**src/rtl/tetris_pkg.sv**
```systemverilog
// rtl/tetris_pkg.sv - shared shape constants, shape type and queue FSM state
package tetris_pkg;
  localparam int SHAPE_W = 3;
  localparam logic [SHAPE_W-1:0] SHAPE_INVALID = 3'd7;
  // Wide enough for a count of 0..8 entries.
  localparam int CNT_W = 4;

  typedef logic [SHAPE_W-1:0] shape_t;

  typedef enum logic {
    FILL = 1'b0,
    FULL = 1'b1
  } state_t;
endpackage

```
**src/rtl/piece_fifo.sv**
```systemverilog
// rtl/piece_fifo.sv - circular shape buffer with registered head/preview outputs
module piece_fifo
  import tetris_pkg::*;
#(
  parameter int DEPTH = 4
) (
  input  logic               clk,
  input  logic               resetn,
  input  logic               push,
  input  logic               pop,
  input  logic [SHAPE_W-1:0] din,
  output logic [CNT_W-1:0]   count,
  output logic [SHAPE_W-1:0] head,
  output logic               head_valid,
  output logic [SHAPE_W-1:0] preview,
  output logic               preview_valid
);
  localparam int PW = $clog2(DEPTH);

  shape_t            mem   [DEPTH];
  shape_t            mem_n [DEPTH];
  logic [PW-1:0]     rd_ptr, wr_ptr, rd_n, wr_n;
  logic [CNT_W-1:0]  cnt_n;
  shape_t            head_n, preview_n;
  logic              hv_n, pv_n;

  function automatic logic [PW-1:0] inc(input logic [PW-1:0] p);
    return (p == PW'(DEPTH - 1)) ? '0 : p + 1'b1;
  endfunction

  // Head/preview are looked up from the post-update state so they register in step with it.
  always_comb begin
    mem_n = mem;
    rd_n  = rd_ptr;
    wr_n  = wr_ptr;
    if (push) begin
      mem_n[wr_ptr] = din;
      wr_n          = inc(wr_ptr);
    end
    if (pop) rd_n = inc(rd_ptr);
    cnt_n     = count + CNT_W'(push) - CNT_W'(pop);
    hv_n      = (cnt_n != '0);
    pv_n      = (cnt_n >= CNT_W'(2));
    head_n    = hv_n ? mem_n[rd_n] : '0;
    preview_n = pv_n ? mem_n[inc(rd_n)] : '0;
  end

  always_ff @(posedge clk) begin
    if (!resetn) begin
      rd_ptr        <= '0;
      wr_ptr        <= '0;
      count         <= '0;
      head          <= '0;
      head_valid    <= 1'b0;
      preview       <= '0;
      preview_valid <= 1'b0;
    end else begin
      mem           <= mem_n;
      rd_ptr        <= rd_n;
      wr_ptr        <= wr_n;
      count         <= cnt_n;
      head          <= head_n;
      head_valid    <= hv_n;
      preview       <= preview_n;
      preview_valid <= pv_n;
    end
  end
endmodule

```
**src/rtl/piece_queue.sv**
```systemverilog
// rtl/piece_queue.sv - filtered upcoming-piece queue with drop counter and FILL/FULL FSM
// Optional PIECE_NO_REPEAT_EN: also reject a sample equal to the last pushed shape.
module piece_queue
  import tetris_pkg::*;
#(
  parameter int DEPTH = 4
) (
  input  logic               clk,
  input  logic               resetn,
  input  logic [SHAPE_W-1:0] rand_id,
  input  logic               take,
  output logic [SHAPE_W-1:0] piece_id,
  output logic               piece_valid,
  output logic [SHAPE_W-1:0] preview_id,
  output logic               preview_valid,
  output logic [7:0]         drop_cnt
);
  state_t           state, state_n;
  logic [CNT_W-1:0] count;
  logic             full, accept, push, pop;

  assign full = (state == FULL);
  assign pop  = resetn && take && piece_valid;
  assign push = resetn && accept && (!full || pop);

`ifdef PIECE_NO_REPEAT_EN
  shape_t last_id;
  logic   last_valid;

  assign accept = (rand_id != SHAPE_INVALID) && !(last_valid && rand_id == last_id);

  always_ff @(posedge clk) begin
    if (!resetn) begin
      last_id    <= '0;
      last_valid <= 1'b0;
    end else if (push) begin
      last_id    <= rand_id;
      last_valid <= 1'b1;
    end
  end
`else
  assign accept = (rand_id != SHAPE_INVALID);
`endif

  always_comb begin
    state_n = state;
    case (state)
      FILL: if (push && !pop && count == CNT_W'(DEPTH - 1)) state_n = FULL;
      FULL: if (pop && !push) state_n = FILL;
      default: state_n = FILL;
    endcase
  end

  // Samples arriving while full are ignored rather than dropped, so they are not counted.
  always_ff @(posedge clk) begin
    if (!resetn) begin
      state    <= FILL;
      drop_cnt <= '0;
    end else begin
      state <= state_n;
      if (!accept && !full && drop_cnt != 8'hff) drop_cnt <= drop_cnt + 8'd1;
    end
  end

  piece_fifo #(.DEPTH(DEPTH)) u_fifo (
    .clk           (clk),
    .resetn        (resetn),
    .push          (push),
    .pop           (pop),
    .din           (rand_id),
    .count         (count),
    .head          (piece_id),
    .head_valid    (piece_valid),
    .preview       (preview_id),
    .preview_valid (preview_valid)
  );
endmodule

```
**config.mk**
```make
export PLATFORM = sky130hd
export DESIGN_NAME = piece_queue
export DESIGN_NICKNAME = d
export VERILOG_FILES = /design/src/rtl/tetris_pkg.sv /design/src/rtl/piece_fifo.sv /design/src/rtl/piece_queue.sv
export SDC_FILE = /design/constraint.sdc
export NUM_CORES = 1
export LEC_CHECK = 0
export CORE_UTILIZATION = 55
export DETAILED_ROUTE_END_ITERATION = 16
export GPL_TIMING_DRIVEN = 0
export PLACE_DENSITY_LB_ADDON = 0.12
export SETUP_SLACK_MARGIN = 0.4
export SLEW_MARGIN = 20
export SYNTH_ARGS = -nofsm -noshare
export SYNTH_HDL_FRONTEND = slang
export SYNTH_HIERARCHICAL = 1
export SYNTH_SLANG_ARGS = --single-unit
```
**constraint.sdc**
```tcl
create_clock -name clk -period 4.2 [get_ports clk]
set_input_delay 0.84 -clock clk [delete_from_list [all_inputs] [get_ports clk]]
set_output_delay 0.84 -clock clk [all_outputs]
set_load 0.1 [all_outputs]
```
==> reports/metrics.yaml <==
drtPass1Iterations: 4
final-hold-violation-count: 0
insertion_delay_ps: 340
cts_htree_levels: 2
grt_usage_pct: 24.3
vias: 1466
ys_types: 39
crit_type: "primary input to register"
holdPathStages: 2
initial_core_util_pct: 59.4
power_mw: 1.31
max_slew_margin_pct: 35.3
clockBufferDepth: 2
synth_area_leaders: "dfxtp_1, edfxtp_1, ha_1"
diodes: 0
grt_pass1_vias: 1431
worst_r2r_path_depth: 13
power_density_nw_per_um2: 582
cts_tree: "done"
register_area_um2: 861
final_core_util_pct: 71.6
ant_nets: 0
crit-reg2reg-launch: "u_fifo/head_valid"
ir_drop_mv: 0.216
finalMaxSlewViolations: 0
rr_endpoint: "u_fifo/head_valid"
syn_area_um2: 1870
grt_start_max_net_pins: 24
syn_area_per_cell_um2: 10.8
min_path_type: "register to register"
finalCritPeriodShare_pct: 87.2
path_max_fanout: 10
status: "complete, no violations"
worst_slack_ps: 539
leakage_nw: 0.956
rsz0062_at_grt: "no"
worst_slew_pin_slew_ps: 967
ys_seq_area_share_pct: 45.9
drive_gt1_share_pct: 15.2
grt_first_pass_wirelength_um: 6310
rows: 20
period_needed_ps: 3660
fmax_mhz: 273
clkSlewWorstSetupHoldPaths_ps: 110
syn2layout_area_growth_pct: 20.5
gp_congestion: 0.842
synth_seq_cells: 37
cp-end-kind: "register"
cts_made_buffers: 5
coreArea_um2: 3150
drc: 0
routed_wl_um: 4080
yosysTopAreaCellShare_pct: 26.7
cts.sinks: 37
dieArea_um2: 3650
arrival_ps: 3880
syn_inst: 174
dp_hpwl_um: 2930
nets: 221
die_h_um: 60.4
ios: 22
drt_iter0_markers: 86
antenna_found_initial: 0
max_cap_viol_count: 0
via_per_inst: 5.91
synth_ff_type: "dfxtp_1"
cts-root-buf: "clkbuf_4"
fillers: 270
synth_top_area_cell: "dfxtp_1"
min_to: "full"
multiInputGateArea_um2: 985
pre_cts_ws_ps: -899
synth_edf_count: 12
postSynth.asyncResetShare_pct: 0
worstPathRequired_ps: 4420
setup_viol: 0
start_kind: "primary input"
io_buffers: 21
rrSetupSlack_ps: 1140
cts_hold_buf: 0
hold_slack_ps: 528
finClkSkew_ps: 6.18
grt-ovfl-total: 0
finalSetupTns_ps: 0
post_drt_wl_per_cell_um: 16.5
hp-start: "full"
die_w_um: 60.4
yosysWarningCount: 6
synth_fp_nets: 192
-- where the power goes --
part / switching, mW / total, mW / internal, mW
Clock: 0.114 / 0.197 / 0.0827
Sequential: 0.0304 / 0.466 / 0.436
Combinational: 0.456 / 0.652 / 0.196
Total: 0.601 / 1.31 / 0.714
-- state kept, by name (all words and copies together) (netlist names) --
name                  cells
u_fifo/mem               12
u_fifo/preview            3
u_fifo/head               3
u_fifo/preview_valid      1
u_fifo/rd_ptr             2
full                      1
drop_cnt                  8
u_fifo/count              4
u_fifo/wr_ptr             2
u_fifo/head_valid         1
-- how the worst max path moves through the flow --
stage	from	end	slack (ps)	cells after the start
2_1_floorplan	u_fifo/head_valid	u_fifo/head[0]	720	13
3_5_place_dp	resetn	u_fifo/head_valid	-900	14
4_1_cts	rand_id[1]	u_fifo/head_valid	470	15
6_report	take	u_fifo/head_valid	540	14
3_3_place_gp	resetn	u_fifo/head[2]	-740	14
5_1_grt	take	u_fifo/head[1]	330	14
-- layout make-up --
| class | instances | share of cell area, % |
|---|---|---|
| multi-input cells | 118 | 43.6 |
| flip-flops and latches | 37 | 38.1 |
| repair buffers | 22 | 9.86 |
| inverters | 16 | 2.66 |
| clock buffers | 8 | 2.60 |
| well taps | 44 | 2.44 |
| plain buffers | 3 | 0.720 |
-- cells in the final DEF, fill, tap and decap left out, types with 2 or more instances in the layout --
cell type	Yosys	layout
dlymetal6s2s_1	0	3
clkdlybuf4s50_1	0	17
nand4_1	2	2
dfxtp_1	25	25
nand3_2	0	2
clkbuf_4	0	7
mux4_2	3	3
xnor2_1	2	2
o21ai_0	3	3
nor2b_1	3	3
nand3_1	5	3
mux2i_1	4	4
a21o_1	6	6
and3_1	8	8
or3_1	2	2
mux2_2	6	6
a21oi_1	11	10
a221o_1	6	6
o211ai_1	6	6
ha_1	11	11
edfxtp_1	12	12
nor3_1	3	3
inv_1	16	16
nor2_1	8	8
a211oi_1	2	2
clkbuf_1	1	3
nand2b_1	2	2
nand2_1	10	10
-- through the flow --
stage	cell area, um2	cells
final	2260	248
after global routing	2260	248
after CTS	2210	247
after detailed placement	2140	239
after global placement	2140	239
after floorplan	1870	174
-- worst max-delay path, stage by stage --
cell and delay, ps:
clkdlybuf4s50_1 470, nand3_2 130, a21oi_2 220, clkbuf_4 220, inv_1 80, ha_1 280
inv_1 60, ha_1 170, inv_1 60, fa_1 400, xor2_2 200, nand2_1 150
o41ai_4 500, inv_1 90
-- layer usage --
layer / vias to the layer above / track usage (%) / wire, um
met2: 59 / 41.8 / 2020
met4: 0 / 11.3 / 104
met1: 686 / 28.1 / 1720
li1: 706 / - / -
met5: - / 0 / 0
met3: 15 / 6.82 / 243
-- synth_stat cells, types with 4 or more instances --
cell	instances
a21o_1	6
a21oi_1	11
a221o_1	6
and3_1	8
dfxtp_1	25
edfxtp_1	12
ha_1	11
inv_1	16
mux2_2	6
mux2i_1	4
nand2_1	10
nand3_1	5
nor2_1	8
o211ai_1	6
-- what timing repair did --
| item | in CTS | in global routing |
|---|---|---|
| pin swaps | 0 | 2 |
| gates resized for setup | 7 | 10 |
| setup buffers | 0 | 1 |
| cloned | 0 | 0 |
| endpoints found under the setup margin | 10 | 8 |
-- kinds of logic (layout without fill, tap and decap cells) --
logic type | count (synthesis) | count (layout) | share of synthesized area [%]
AOI/OAI and AO/OA | 40 | 40 | 16.0
xor gates and xnor gates | 4 | 4 | 1.87
adders and majority gates | 12 | 12 | 8.41
buffers and inverters | 19 | 49 | 3.94
DFF | 37 | 37 | 45.9
muxes | 13 | 13 | 9.35
and+or+nand+nor | 49 | 49 | 14.6
(Power assumes the default switching activity.)
